--- src/rtl/mult_div_unit.sv ---
// ---------------------------------------------------------------------------
// mult_div_unit
// Iterative signed 32-bit multiply/divide unit (MIPS mult/div semantics).
// One shift-add (multiply) or restoring shift-subtract (divide) step per
// cycle on operand magnitudes, 32 steps, then a sign-fix cycle that writes
// the HI/LO registers.
//
// Ports
//   clk        rising-edge clock
//   reset      asynchronous, active-high reset
//   start_mult request signed multiply (sampled only in IDLE, wins over div)
//   start_div  request signed divide   (sampled only in IDLE)
//   a, b       operands rs / rt, captured at the start edge
//   hi, lo     HI/LO result registers
//   busy       operation in flight
//   done       one-cycle pulse: hi/lo just updated
//   div_zero   one-cycle pulse: divide by zero trapped
//
// Configuration
//   MULTDIV_DIV_ZERO_TRAP_EN  when defined, a divide with b == 0 skips the
//   iteration, pulses done+div_zero one cycle after the start edge and
//   leaves hi/lo untouched. When undefined, div_zero is tied low and a
//   divide by zero runs the normal 33-cycle sequence.
// ---------------------------------------------------------------------------
module mult_div_unit (
    input  logic        clk,
    input  logic        reset,
    input  logic        start_mult,
    input  logic        start_div,
    input  logic [31:0] a,
    input  logic [31:0] b,
    output logic [31:0] hi,
    output logic [31:0] lo,
    output logic        busy,
    output logic        done,
    output logic        div_zero
);

    typedef enum logic [1:0] {
        S_IDLE = 2'd0,
        S_MULT = 2'd1,
        S_DIV  = 2'd2,
        S_FIX  = 2'd3
    } state_t;

    state_t      r_state;
    state_t      w_next;

    logic [31:0] r_opa;     // multiplicand magnitude / dividend magnitude (shifts left in DIV)
    logic [31:0] r_opb;     // multiplier magnitude (shifts right in MULT) / divisor magnitude
    logic [63:0] r_acc;     // MULT: running product; DIV: {remainder, quotient}
    logic [4:0]  r_cnt;
    logic        r_is_div;
    logic        r_neg_q;   // product / quotient must be negated
    logic        r_neg_r;   // remainder takes the dividend's sign
    logic [31:0] r_hi;
    logic [31:0] r_lo;
    logic        r_busy;
    logic        r_done;

    logic        w_go_mult;
    logic        w_go_div;
    logic        w_go_trap;
    logic [31:0] w_a_mag;
    logic [31:0] w_b_mag;
    logic [32:0] w_madd;
    logic [31:0] w_rsh;
    logic [32:0] w_dsub;
    logic        w_qbit;
    logic [63:0] w_prod;
    logic [31:0] w_quo;
    logic [31:0] w_rem;

    assign w_go_mult = (r_state == S_IDLE) && start_mult;
    assign w_go_div  = (r_state == S_IDLE) && !start_mult && start_div;

`ifdef MULTDIV_DIV_ZERO_TRAP_EN
    logic r_trap;
    logic r_dz;
    assign w_go_trap = w_go_div && (b == 32'd0);
    assign div_zero  = r_dz;
`else
    assign w_go_trap = 1'b0;
    assign div_zero  = 1'b0;
`endif

    // 0x80000000 negates to itself, which is the correct unsigned magnitude
    assign w_a_mag = a[31] ? (32'd0 - a) : a;
    assign w_b_mag = b[31] ? (32'd0 - b) : b;

    // Multiply step: add multiplicand into the upper half when the current
    // multiplier bit is set, then shift the whole product right by one.
    assign w_madd = {1'b0, r_acc[63:32]} + {1'b0, (r_opb[0] ? r_opa : 32'd0)};

    // Divide step: shift the next dividend bit into the partial remainder and
    // trial-subtract the divisor. The remainder stays below the divisor
    // (<= 2^31), so dropping r_acc[63] on the shift loses nothing.
    assign w_rsh  = {r_acc[62:32], r_opa[31]};
    assign w_dsub = {1'b0, w_rsh} - {1'b0, r_opb};
    assign w_qbit = !w_dsub[32];

    // Sign correction applied in FIX
    assign w_prod = r_neg_q ? (64'd0 - r_acc) : r_acc;
    assign w_quo  = r_neg_q ? (32'd0 - r_acc[31:0])  : r_acc[31:0];
    assign w_rem  = r_neg_r ? (32'd0 - r_acc[63:32]) : r_acc[63:32];

    always_comb begin
        w_next = r_state;
        case (r_state)
            S_IDLE: begin
                if (w_go_mult)      w_next = S_MULT;
                else if (w_go_trap) w_next = S_FIX;
                else if (w_go_div)  w_next = S_DIV;
            end
            S_MULT:  if (r_cnt == 5'd31) w_next = S_FIX;
            S_DIV:   if (r_cnt == 5'd31) w_next = S_FIX;
            S_FIX:   w_next = S_IDLE;
            default: w_next = S_IDLE;
        endcase
    end

    always_ff @(posedge clk or posedge reset) begin
        if (reset) begin
            r_state  <= S_IDLE;
            r_opa    <= 32'd0;
            r_opb    <= 32'd0;
            r_acc    <= 64'd0;
            r_cnt    <= 5'd0;
            r_is_div <= 1'b0;
            r_neg_q  <= 1'b0;
            r_neg_r  <= 1'b0;
            r_hi     <= 32'd0;
            r_lo     <= 32'd0;
            r_busy   <= 1'b0;
            r_done   <= 1'b0;
`ifdef MULTDIV_DIV_ZERO_TRAP_EN
            r_trap   <= 1'b0;
            r_dz     <= 1'b0;
`endif
        end else begin
            r_state <= w_next;
            r_done  <= 1'b0;
`ifdef MULTDIV_DIV_ZERO_TRAP_EN
            r_dz    <= 1'b0;
`endif
            case (r_state)
                S_IDLE: begin
                    if (w_go_mult || w_go_div) begin
                        r_opa    <= w_a_mag;
                        r_opb    <= w_b_mag;
                        r_acc    <= 64'd0;
                        r_cnt    <= 5'd0;
                        r_is_div <= w_go_div;
                        r_neg_q  <= a[31] ^ b[31];
                        r_neg_r  <= a[31];
                        r_busy   <= 1'b1;
`ifdef MULTDIV_DIV_ZERO_TRAP_EN
                        r_trap   <= w_go_trap;
`endif
                    end
                end
                S_MULT: begin
                    r_acc <= {w_madd, r_acc[31:1]};
                    r_opb <= {1'b0, r_opb[31:1]};
                    r_cnt <= r_cnt + 5'd1;
                end
                S_DIV: begin
                    r_acc <= {(w_qbit ? w_dsub[31:0] : w_rsh), r_acc[30:0], w_qbit};
                    r_opa <= {r_opa[30:0], 1'b0};
                    r_cnt <= r_cnt + 5'd1;
                end
                S_FIX: begin
                    r_busy <= 1'b0;
                    r_done <= 1'b1;
`ifdef MULTDIV_DIV_ZERO_TRAP_EN
                    if (r_trap) begin
                        r_dz   <= 1'b1;
                        r_trap <= 1'b0;
                    end else
`endif
                    if (r_is_div) begin
                        r_hi <= w_rem;
                        r_lo <= w_quo;
                    end else begin
                        r_hi <= w_prod[63:32];
                        r_lo <= w_prod[31:0];
                    end
                end
                default: ;
            endcase
        end
    end

    assign hi   = r_hi;
    assign lo   = r_lo;
    assign busy = r_busy;
    assign done = r_done;

endmodule

--- config.mk ---
export PLATFORM = sky130hd
export DESIGN_NAME = mult_div_unit
export DESIGN_NICKNAME = d
export VERILOG_FILES = /design/src/rtl/mult_div_unit.sv
export SDC_FILE = /design/constraint.sdc
export NUM_CORES = 1
export LEC_CHECK = 0
export CORE_UTILIZATION = 60
export DETAILED_ROUTE_END_ITERATION = 16
export HOLD_SLACK_MARGIN = 0.08
export PLACE_DENSITY_LB_ADDON = 0.1
export REMOVE_ABC_BUFFERS = 1
export SYNTH_ARGS = -nofsm -noshare
export SYNTH_HDL_FRONTEND = slang
export SYNTH_SLANG_ARGS = --single-unit
--- constraint.sdc ---
create_clock -name clk -period 15.4 [get_ports clk]
set_input_delay 3.08 -clock clk [delete_from_list [all_inputs] [get_ports clk]]
set_output_delay 3.08 -clock clk [all_outputs]
set_load 0.005 [all_outputs]
== After elaboration in Yosys (flattened, before gate mapping) ==
Cells that the tools add are included.
Storage, ports and cells
  input bits: 68
  register bits: 204
  output and inout port bits: 67
Operators by class
  reductions and logical operators: 20
  equality and inequality tests: 7
  add/sub/neg operators: 8
  bitwise logic cells: 1
  multiplexer cells: 24
Operator list (count)
  two-way mux 32 bit: 10
  case mux 64 bit (3 select lines): 1
  two-way mux 64 bit: 2
  case mux 32 bit (2 select lines): 2
  subtractor 1 x 32 -> 32 bit (first input constant): 4
  subtractor 1 x 64 -> 64 bit (first input constant): 1
  adder 32 x 32 -> 33 bit: 1
  subtractor 32 x 32 -> 33 bit: 1
  AND reduction 2 bit: 7
  case mux 5 bit (2 select lines): 1
  nonzero test 2 bit: 4
  two-way mux 2 bit: 3
  case mux 2 bit (3 select lines): 1
  adder 5 x 1 -> 5 bit (second input constant): 1
  equality test 5 bit (second input constant): 1
  two-way mux 5 bit: 1
  equality test 2 bit (second input constant): 2
  inequality test 2 x 1 -> 1 bit (second input constant): 2
  logical AND 1 bit: 3
  inequality test 3 bit (second input constant): 1
  nonzero test 3 bit: 1
  equality test 2 x 1 -> 1 bit (second input constant): 1
  logical NOT 1 bit: 2
  logical NOT 2 bit: 1
  5 further kinds: 6

== Logic depth before layout (Yosys ltp) ==
Gate-level depths: netlist of run 1.
  depth in word-level cells: 6
  gate-level depth with buffers: 14

== Worst setup path before layout of run 1 ==
Ideal clock, no wire load.
  path type: input to register
  from: input port b[10]
  to: register r_opb[29]
  stages on the path: 10
  slack: 9.942 ns
  arrival: 5.328 ns
  buffers on the path: 0
  path through: or4_4 > nor3_4 > nand3_2 > or3_4 > or4_4 > o31ai_2 > xor2_1 > nor2_1 > a21oi_1 > o21ai_1
On the way
  longest elaborated chain between the ends: 4
RTL lines
  start: declaration: line 31  | input logic [31:0] b,
  subtractor 1 x 32 -> 32 bit: line 89  | assign w_b_mag = b[31] ? (32'd0 - b) : b;
  two-way mux 32 bit: line 89
  two-way mux 32 bit: line 148  | if (w_go_mult || w_go_div) begin
  case mux 32 bit (2 select lines): line 146  | case (r_state)
  end signal: assignment: line 150  | r_opb <= w_b_mag;
  end signal: assignment: line 164  | r_opb <= {1'b0, r_opb[31:1]};
  end: declaration: line 50  | logic [31:0] r_opb;
No other way between the ends. The select of a mux whose other input is x is not followed.
A chain may end at the register's enable or synchronous reset.

== Worst setup path in the final report of run 1 ==
  from: input port a[4]
  to: register r_opa[29]
On the way
  longest elaborated chain between the ends: 4
RTL lines
  start: declaration: line 30  | input logic [31:0] a,
  subtractor 1 x 32 -> 32 bit: line 88  | assign w_a_mag = a[31] ? (32'd0 - a) : a;
  two-way mux 32 bit: line 88
  two-way mux 32 bit: line 148
  case mux 32 bit (2 select lines): line 146
  end signal: assignment: line 149  | r_opa <= w_a_mag;
  end signal: assignment: line 169  | r_opa <= {r_opa[30:0], 1'b0};
  end: declaration: line 49  | logic [31:0] r_opa;
No other way between the ends. The select of a mux whose other input is x is not followed.

==> impl_metrics.csv, run 1 <==
group,metric,value,unit
clock_network,cts_setup_buffers,0,
timing,layout_setup_ws,9.61,ns
synthesis,synth_compound_area_frac,0.238,
timing,hold_viol,0,
timing,fin_setup_tns,0,ns
die,die_w,160,um
grt,grt_remaining_overflow,0,
die,rows,57,
clock_network,cts_buffers,24,
grt,gr-usage-all-layers,0.308,
clock_network,clockBufferDepth,3,
synthesis,synthAdderAreaFrac,0.0659,
worst_setup_path,critPathArrivalTime,6.17,ns
detailed_routing,wirelength,39.2,mm
die,die-area,25700,um^2
power,intPower,0.00186,W
timing,slew_violations,0,
synthesis,synth_top_family_by_area,"compound AO/OA/AOI/OAI gates",
timing,setup_violations,0,
cells_and_area,mostFrequentLayoutCells,"213 x nand2_1, 204 x dfrtp_1, 201 x a21oi_1, 176 x nor2_1, 168 x o21ai_0",
power,leakagePower,7.92,nW
grt,grt_max_degree,96,
synthesis,ys_warn_count,0,
worst_setup_path,rrSetupSlack,10.97,ns
power,comb_power_share,0.535,
detailed_routing,drtIter0Drc,1092,
synthesis,synth_edf_count,0,
cells_and_area,fin_cells,2252,
worst_setup_path,critPathCaptureType,"register",
worst_setup_path,crit_type,"in2reg",
cells_and_area,final_util,0.711,
power,p_switching,0.00147,W
power,swShare,0.441,
cells_and_area,nNetsFinal,2057,
synthesis,synthMuxAreaShare,0.0164,
timing,period_share,0.376,
cells_and_area,final_common_cell,"nand2_1",
synthesis,synth-xor-area-share,0.101,
synthesis,ys_seq_elements,204,
timing,worstMarginPinSlew,1.15,ns
timing,max_slew_margin,0.234,
grt,grt_pass1_wl,65.1,mm
clock_network,clock-sinks,204,
clock_network,cts.htree.levels,1,
die,pin_count,135,
synthesis,synth_simple_gate_area_frac,0.196,
detailed_routing,routed_via_density,6.11,
timing,rsz0062_at_grt,"false",
clock_network,clk_latency,0.52,ns
hold_path,hp-class,"reg2reg",
grt,antenna_found_initial,0,
die,chipHeight,160,um
synthesis,postSynthAreaPerCell,8.13,um^2
cells_and_area,n_fill_cell,1991,
clock_network,cts_resized,0,
detailed_routing,vias,13749,
die,floorplan.initialDensity,0.615,
synthesis,ys.flop_type,"dfrtp_1",
power,power_frac_clock,0.188,
detailed_routing,postRouteAntennaNets,0,
clock_network,cts_tree,"yes",
placement,dp.cells,2209,
outcome,status,"completed",
worst_setup_path,critical_path.max_fanout,4,
power,p_per_area,191,nW/um^2
cells_and_area,diodes,0,
synthesis,synth_cell_type_count,80,
detailed_routing,routedWlPerCell,17.4,um
timing,period_needed,5.79,ns
placement,port_buffers,133,
timing,final.setup_skew,0.0164,ns
job,max-cap-violations,0,
cells_and_area,drive_gt1_frac,0.0539,
synthesis,synth_cells,1850,
placement,place_ws,9.14,ns
synthesis,ys_async_sr_fraction,1.00,
cells_and_area,ff_latch_area,5100,um^2
power,max-vdd-ir-drop,0.000132,V
cells_and_area,syn_to_final_growth,15.7,%
synthesis,ys_seq_area_frac,0.339,
cells_and_area,multi_input_area,9350,um^2
clock_network,cts-root-buf,"clkbuf_16",
worst_setup_path,start_kind,"primary input",
detailed_routing,dr.pass1.iters,6,
synthesis,syn-cell-area,15000,um^2
die,coreArea,24500,um^2
grt,grt_pass1_vias,13327,
clock_network,clkTransAtPathRegs,0.06,ns
detailed_routing,drc,0,
timing,max_freq,173,MHz
worst_setup_path,critPathRequiredTime,15.78,ns
clock_network,cts_hold_buf,0,
power,p_seq_frac,0.277,
placement,dpl.hpwl,28.3,mm
placement,gp_congestion,0.946,
cell families (layout without fill, tap and decap cells):
group | count (synthesis) | after routing
other | 1 | 1
adder cells (fa/ha/maj) | 78 | 78
buffers and inverters | 168 | 246
flip-flops | 204 | 204
multiplexers | 23 | 23
XOR/XNOR | 174 | 174
AO/OA/AOI/OAI | 586 | 586
AND/OR/NAND/NOR | 616 | 616
synth_stat cells, types with 12 or more instances:
cell type	n	area, um^2
a211oi_1	14	105
a21o_1	27	203
a21oi_1	201	1010
a22o_1	35	307
a22oi_1	12	90.1
and2_1	38	238
buf_1	13	48.8
clkbuf_1	94	353
dfrtp_1	204	5100
ha_1	76	951
inv_1	55	206
mux2_2	13	146
nand2_1	213	800
nand2b_1	20	125
nand3_1	50	250
nor2_1	177	664
nor3_1	13	65.1
o21ai_0	168	841
o31ai_1	30	225
o41ai_1	14	123
or3_1	21	131
or4_1	13	97.6
xnor2_1	55	482
xor2_1	119	1040
through the flow:
step	power (W)	hold WS, ns	instance area [um^2]
global placement	0.00264	0.482	16500
CTS	0.00332	0.509	17400
detailed placement	0.00268	0.496	16500
floorplan	0.00206	0.464	14600
global route	0.00358	0.523	17400
finish	0.00332	0.506	17400
cell type report:
class | count | area share
clock buffers | 35 | 0.0421
clock inverters | 8 | 0.00827
inverters | 55 | 0.0123
multi-input cells | 1478 | 0.538
flip-flops and latches | 204 | 0.293
well taps | 324 | 0.0233
repair buffers | 148 | 0.0830
critical path, stage by stage:
cell and delay (ns):
clkdlybuf4s50_1 0.48, nor4_2 0.49, nand3_1 0.20, or3_1 0.44, or4_1 0.59, nand2b_1 0.23
o31ai_2 0.22, xor2_1 0.17, nor2_1 0.05, a21oi_1 0.15, o21ai_1 0.07
power groups by stage:
stage               registers, W  logic (W)  clock network (W)
CTS                     0.000918    0.00177           0.000633
global route            0.000945    0.00198           0.000656
floorplan               0.000883    0.00118                  0
finish                  0.000921    0.00178           0.000624
global placement        0.000920    0.00172                  0
detailed placement      0.000925    0.00175                  0
registers in the layout (all words and copies together), names as in the netlist:
register and flops:
r_neg_r 1, r_is_div 1, busy 1, r_opb 32
r_acc 64, r_cnt 5, done 1, r_opa 32
lo 32, r_neg_q 1, r_state 2, hi 32
per-layer routing:
metal | vias to the layer above | track usage | wire, um
li1 | 6692 | - | -
met1 | 6538 | 0.385 | 16500
met2 | 419 | 0.547 | 19400
met5 | - | 0 | 0
met3 | 100 | 0.0323 | 1920
met4 | 0 | 0.119 | 1440
final timing paths:
check | start | to | cells past startpoint
worst min-delay path | r_opb[18]$_DFFE_PP0P_ | r_opb[18]$_DFFE_PP0P_ | 2
worst max register to register | r_opb[0]$_DFFE_PP0P_ | r_acc[57]$_DFFE_PP0P_ | 13
worst min register to register | r_opb[18]$_DFFE_PP0P_ | r_opb[18]$_DFFE_PP0P_ | 2
worst max-delay path | a[4] | r_opa[29]$_DFFE_PP0P_ | 11
min in group asynchronous | reset | lo[23]$_DFFE_PP0P_ | 2
max in group asynchronous | reset | r_acc[62]$_DFFE_PP0P_ | 3
(Power assumes the default switching activity.)
==> run 2, diff against run 1 <==
--- a/config.mk
+++ b/config.mk
@@ -5,7 +5,7 @@
 export SDC_FILE = /design/constraint.sdc
 export NUM_CORES = 1
 export LEC_CHECK = 0
-export CORE_UTILIZATION = 60
+export CORE_UTILIZATION = 59
 export DETAILED_ROUTE_END_ITERATION = 16
 export HOLD_SLACK_MARGIN = 0.08
 export PLACE_DENSITY_LB_ADDON = 0.1
==> constraint.sdc (replaced) <==
create_clock -name clk -period 5.6 [get_ports clk]
set_input_delay 1.12 -clock clk [delete_from_list [all_inputs] [get_ports clk]]
set_output_delay 1.12 -clock clk [all_outputs]
set_load 0.005 [all_outputs]
==> run 2 against run 1 <==
Against the previous run:
- cell area barely moved
- global-route usage shrank 0.11 points
- critical path depth up 3
- total power rose to 2.8 times the previous value
- sequential cell count is the same
- register-to-register slack lost 9.5 ns
- hold slack got worse by 0.0014 ns
- via count barely moved
- worst setup slack worse by 8.1 ns
==> impl_metrics.csv, run 2 (synthesis results as in run 1) <==
group,metric,value,unit
worst_setup_path,critPathCaptureType,"register",
clock_network,clk_latency,0.53,ns
die,pin_count,135,
outcome,status,"completed",
grt,gr-usage-all-layers,0.307,
clock_network,cts_hold_buf,0,
clock_network,clkTransAtPathRegs,0.07,ns
timing,slew_violations,0,
detailed_routing,wl_met3,1.92,mm
die,rows,58,
timing,final.setup_skew,0.0189,ns
job,max-cap-violations,0,
detailed_routing,wl_met1,16.9,mm
grt,grt_pass1_wl,65.6,mm
worst_setup_path,critPathRequiredTime,5.98,ns
timing,rsz0062_at_grt,"false",
clock_network,cts.htree.levels,1,
power,swShare,0.445,
worst_setup_path,start_kind,"register",
cells_and_area,ff_latch_area,5100,um^2
cells_and_area,syn_to_final_growth,15.8,%
power,p_per_area,527,nW/um^2
detailed_routing,postRouteAntennaNets,0,
detailed_routing,routedWlPerCell,17.7,um
cells_and_area,top_register,"r_acc",
die,floorplan.initialDensity,0.599,
detailed_routing,routed.top_layer,"met5",
placement,port_buffers,133,
power,p_switching,0.00408,W
timing,worstMarginPinSlew,1.18,ns
die,die_w,162,um
cells_and_area,largest_reg_flops,64,
detailed_routing,routed_via_density,6.08,
die,coreArea,25100,um^2
worst_setup_path,critical_path.max_fanout,35,
detailed_routing,wl_met2,20.0,mm
worst_setup_path,crit_type,"reg2reg",
clock_network,cts-root-buf,"clkbuf_16",
grt,antenna_found_initial,1,
worst_setup_path,critPathArrivalTime,4.46,ns
clock_network,cts_tree,"yes",
cells_and_area,final_area,17400,um^2
power,leakagePower,7.92,nW
clock_network,cts_resized,0,
timing,setup_violations,0,
worst_setup_path,r2r_cells,14,
timing,period_needed,4.08,ns
cells_and_area,drive_gt1_frac,0.0549,
cells_and_area,final_util,0.694,
grt,grt_remaining_overflow,0,
clock_network,cts_buffers,24,
placement,postPlaceCellArea,16500,um^2
clock_network,cts_setup_buffers,0,
cells_and_area,diodes,0,
detailed_routing,drtIter0Drc,1053,
power,max-vdd-ir-drop,0.000388,V
placement,gp_congestion,0.910,
clock_network,clock-sinks,204,
timing,hold_viol,0,
hold_path,whs_path_depth,2,
timing,max_slew_margin,0.211,
cells_and_area,multi_input_area,9350,um^2
detailed_routing,wirelength,39.9,mm
power,power_frac_clock,0.187,
detailed_routing,vias,13746,
placement,dpl.hpwl,28.6,mm
power,comb_power_share,0.541,
die,die-area,26100,um^2
grt,grt_pass1_vias,13158,
cells_and_area,final_common_cell,"nand2_1",
die,chipHeight,162,um
detailed_routing,dr.pass1.iters,5,
timing,hold_ws,0.505,ns
cells_and_area,nNetsFinal,2059,
power,intPower,0.00510,W
timing,max_freq,245,MHz
cells_and_area,mostFrequentLayoutCells,"213 x nand2_1, 204 x dfrtp_1, 201 x a21oi_1, 176 x nor2_1, 168 x o21ai_0",
timing,period_share,0.729,
hold_path,hp-class,"reg2reg",
cells_and_area,n_fill_cell,2134,
detailed_routing,drc,0,
grt,grt_max_degree,117,
clock_network,clockBufferDepth,3,
power,p_seq_frac,0.272,
run 2: per-stage QoR:
step / cells / worst slack [ns] / power, W / TNS [ns]
CTS: 2261 / 1.55 / 0.00917 / 0
floorplan: 1737 / -1.09 / 0.00567 / -221.83
detailed placement: 2217 / 1.28 / 0.00741 / 0
global route: 2261 / 1.23 / 0.00989 / 0
global placement: 2217 / 1.37 / 0.00731 / 0
finish: 2261 / 1.52 / 0.00918 / 0
run 2: path summary, 6_finish.rpt:
check                                      startpoint  slack, ns                    end
worst min-delay path            r_opa[19]$_DFFE_PP0P_       0.50  r_opa[19]$_DFFE_PP0P_
worst min register to register  r_opa[19]$_DFFE_PP0P_       0.50  r_opa[19]$_DFFE_PP0P_
max in group asynchronous                       reset       3.39     hi[28]$_DFFE_PP0P_
min in group asynchronous                       reset       1.11  r_acc[23]$_DFFE_PP0P_
worst max register to register   r_opb[0]$_DFFE_PP0P_       1.52  r_acc[57]$_DFFE_PP0P_
worst max-delay path             r_opb[0]$_DFFE_PP0P_       1.52  r_acc[57]$_DFFE_PP0P_
run 2: per-layer routing:
layer / vias up / global-route usage
met5: - / 0
met4: 2 / 0.0986
met3: 81 / 0.0312
met2: 402 / 0.543
met1: 6560 / 0.394
li1: 6701 / -
run 2: final cells by class:
cell class	count	share of cell area
multi-input combinational	1478	0.537
sequential	204	0.293
timing repair buffer	150	0.0838
clock buffer	35	0.0409
tap	330	0.0237
inverter	55	0.0123
clock inverter	9	0.00912
run 2: critical path, stage by stage (launching register included):
cell	delay (ns)
dfrtp_1	0.36
buf_4	0.22
and2_1	0.17
ha_1	0.22
fa_1	0.43
a211o_1	0.35
a21oi_1	0.29
o311ai_1	0.20
a2111oi_0	0.67
o31a_1	0.26
o21ai_1	0.11
and2_1	0.23
o22ai_1	0.18
xor2_1	0.16
o21ai_0	0.09
run 2: power groups by stage:
stage / logic (W) / registers [W] / clock network (W)
detailed placement: 0.00491 / 0.00251 / 0
global placement: 0.00481 / 0.00250 / 0
CTS: 0.00494 / 0.00249 / 0.00174
finish: 0.00496 / 0.00250 / 0.00172
floorplan: 0.00324 / 0.00243 / 0
global route: 0.00554 / 0.00256 / 0.00179
==> run 3, diff against run 2 <==
--- a/config.mk
+++ b/config.mk
@@ -5,7 +5,7 @@
 export SDC_FILE = /design/constraint.sdc
 export NUM_CORES = 1
 export LEC_CHECK = 0
-export CORE_UTILIZATION = 59
+export CORE_UTILIZATION = 54
 export DETAILED_ROUTE_END_ITERATION = 16
 export HOLD_SLACK_MARGIN = 0.08
 export PLACE_DENSITY_LB_ADDON = 0.1
==> constraint.sdc (replaced) <==
create_clock -name clk -period 3.6 [get_ports clk]
set_input_delay 0.72 -clock clk [delete_from_list [all_inputs] [get_ports clk]]
set_output_delay 0.72 -clock clk [all_outputs]
set_load 0.005 [all_outputs]
==> run 3 against run 2 <==
Against the previous run:
- fmax increased by 17%
- largest power group unchanged
- combinational power increased by 64%
- hold slack got worse by 0.0025 ns
- clock power increased by 50%
- critical path type unchanged
- total power increased by 59%
- wire length increased by 4.8%
- cell count increased by 5.9%
- largest cell class unchanged
- count of clock-buffer cells in the layout decreased by 2
- sequential cell count unchanged
- global-route usage decreased by 1.3 points
- sequential share of layout area decreased by 1.3 points
==> impl_metrics.csv, run 3 (synthesis results as in run 1) <==
group,metric,value,unit
outcome,status,"completed",
die,pin_count,135,
timing,hold_viol,0,
timing,period_share,0.968,
worst_setup_path,critical_path.max_fanout,6,
worst_setup_path,start_kind,"register",
timing,worstMarginPinSlew,1.31,ns
grt,grt_remaining_overflow,0,
die,coreArea,27100,um^2
hold_path,hold_end,"r_opa[19]$_DFFE_PP0P_",
placement,dp.cells,2350,
power,p_seq_frac,0.263,
job,max-cap-violations,0,
cells_and_area,mostFrequentLayoutCells,"213 x nand2_1, 204 x dfrtp_1, 198 x a21oi_1, 174 x nor2_1, 166 x o21ai_0",
clock_network,clkTransAtPathRegs,0.06,ns
worst_setup_path,critPathCaptureType,"register",
detailed_routing,routed_via_density,5.88,
cells_and_area,syn_to_final_growth,21.1,%
power,p_switching,0.00650,W
power,power_frac_clock,0.177,
clock_network,cts_buffers,24,
worst_setup_path,critPathArrivalTime,3.85,ns
cells_and_area,n_fill_cell,2310,
worst_setup_path,cpPeakStageDelay,0.53,ns
placement,place_ws,-0.138,ns
power,max-vdd-ir-drop,0.000469,V
hold_path,min_from,"r_opa[19]$_DFFE_PP0P_",
power,swShare,0.446,
grt,grt_max_degree,74,
clock_network,cts-root-buf,"clkbuf_16",
clock_network,cts_hold_buf,0,
hold_path,whs_path_depth,2,
detailed_routing,drtIter0Drc,1090,
timing,max_freq,287,MHz
timing,setup_violations,0,
cells_and_area,final_common_cell,"nand2_1",
worst_setup_path,r2r_cells,12,
timing,final.setup_skew,0.0216,ns
clock_network,clk_latency,0.54,ns
detailed_routing,drc,0,
clock_network,clockBufferDepth,3,
cells_and_area,nNetsFinal,2151,
clock_network,cts.htree.levels,1,
die,die_w,169,um
detailed_routing,dr.pass1.iters,5,
worst_setup_path,path_cells,"inv_1 -> ha_1 -> or3b_2 -> or4_1 -> nor2b_2 -> nand3_2 -> o21ai_2 -> nand2b_2 -> nor3_2 -> nor2_1 -> xnor2_1 -> a21oi_1",
detailed_routing,wirelength,41.8,mm
worst_setup_path,cpMaxStageDelayCell,"or4_1",
placement,port_buffers,133,
detailed_routing,routedWlPerCell,17.5,um
power,p_per_area,800,nW/um^2
cells_and_area,drive_gt1_frac,0.102,
detailed_routing,vias,14089,
timing,hold_ws,0.502,ns
clock_network,clock-sinks,204,
die,floorplan.initialDensity,0.555,
cells_and_area,final_area,18200,um^2
clock_network,cts_tree,"yes",
power,leakagePower,8.38,nW
grt,grt_pass1_vias,13623,
placement,postPlaceCellArea,17300,um^2
hold_path,hp-class,"reg2reg",
cells_and_area,top_register,"r_acc",
timing,period_needed,3.48,ns
worst_setup_path,r2r_end,"hi[20]$_DFFE_PP0P_",
placement,dpl.hpwl,31.0,mm
power,intPower,0.00807,W
cells_and_area,fin_cells,2395,
die,die-area,28500,um^2
worst_setup_path,critPathRequiredTime,3.97,ns
worst_setup_path,crit_type,"reg2reg",
worst_setup_path,r2r-start,"r_acc[1]$_DFFE_PP0P_",
timing,rsz0062_at_grt,"false",
detailed_routing,postRouteAntennaNets,0,
placement,gp_congestion,0.923,
timing,layout_setup_ws,0.117,ns
die,chipHeight,169,um
timing,max_slew_margin,0.125,
cells_and_area,largest_reg_flops,64,
grt,grt_pass1_wl,68.2,mm
grt,gr-usage-all-layers,0.294,
power,total_power,0.0146,W
grt,antenna_found_initial,0,
power,comb_power_share,0.560,
die,rows,60,
cells_and_area,diodes,0,
timing,slew_violations,0,
worst_setup_path,rrSetupSlack,0.12,ns
-- run 3: changes by cell type in the layout (fill, tap and decap cells not counted), moves of 3 or more --
cell,delta
clkbuf_1,+3
buf_12,+4
a21oi_1,-3
buf_4,+87
a21oi_2,+3
clkbuf_8,-5
-- run 3: worst max-delay path, delay by kind of cell, from the launching register on --
family	cells	cell delay, ns
AO/OA/AOI/OAI	2	0.34
XOR/XNOR	1	0.36
adder cells (fa/ha/maj)	1	0.15
buffers and inverters	1	0.10
flip-flops	1	0.44
AND/OR/NAND/NOR	7	1.94
-- run 3: what timing repair did --
item | 4_1_cts | 5_1_grt
setup buffers | 0 | 1
resized for setup | 0 | 16
endpoints found under the hold margin | 0 | 0
endpoints found under the setup margin | 0 | 15
-- run 3: routing by layer --
metal	GRT usage	vias to the layer above	wire length, um
met5	0	-	0
met4	0.0976	0	1380
met3	0.0299	91	1780
met2	0.522	364	20800
met1	0.373	6746	17900
li1	-	6888	-
-- run 3: power groups by stage --
stage	logic [W]	clock network, W	registers [W]
3_3_place_gp	0.00787	0	0.00384
2_1_floorplan	0.00505	0	0.00378
3_5_place_dp	0.00802	0	0.00385
5_1_grt	0.00905	0.00269	0.00392
4_1_cts	0.00807	0.00260	0.00383
6_report	0.00815	0.00258	0.00383
-- run 3: layout make-up --
cell class	instances	area, um^2	area share
clock buffers	33	654	0.0359
clock inverters	11	174	0.00955
inverters	55	214	0.0117
multi-input cells	1478	9400	0.516
flip-flops and latches	204	5100	0.280
well taps	372	465	0.0255
repair buffers	242	2200	0.121
-- run 3: metrics by stage --
stage,utilization,TNS [ns]
6_report,0.672,0
5_1_grt,0.672,0
4_1_cts,0.670,0
3_5_place_dp,0.639,-0.662
3_3_place_gp,0.639,-0.232
2_1_floorplan,-,-669.35
-- run 3: worst max path at each step --
stage	start	end	cells past startpoint
after floorplan	reset	busy$_DFFE_PP0P_	1
after global placement	a[4]	r_opa[26]$_DFFE_PP0P_	11
after detailed placement	a[4]	r_opa[26]$_DFFE_PP0P_	11
after CTS	r_opa[0]$_DFFE_PP0P_	r_acc[57]$_DFFE_PP0P_	14
after global routing	r_acc[1]$_DFFE_PP0P_	hi[20]$_DFFE_PP0P_	12
final	r_acc[1]$_DFFE_PP0P_	hi[20]$_DFFE_PP0P_	12
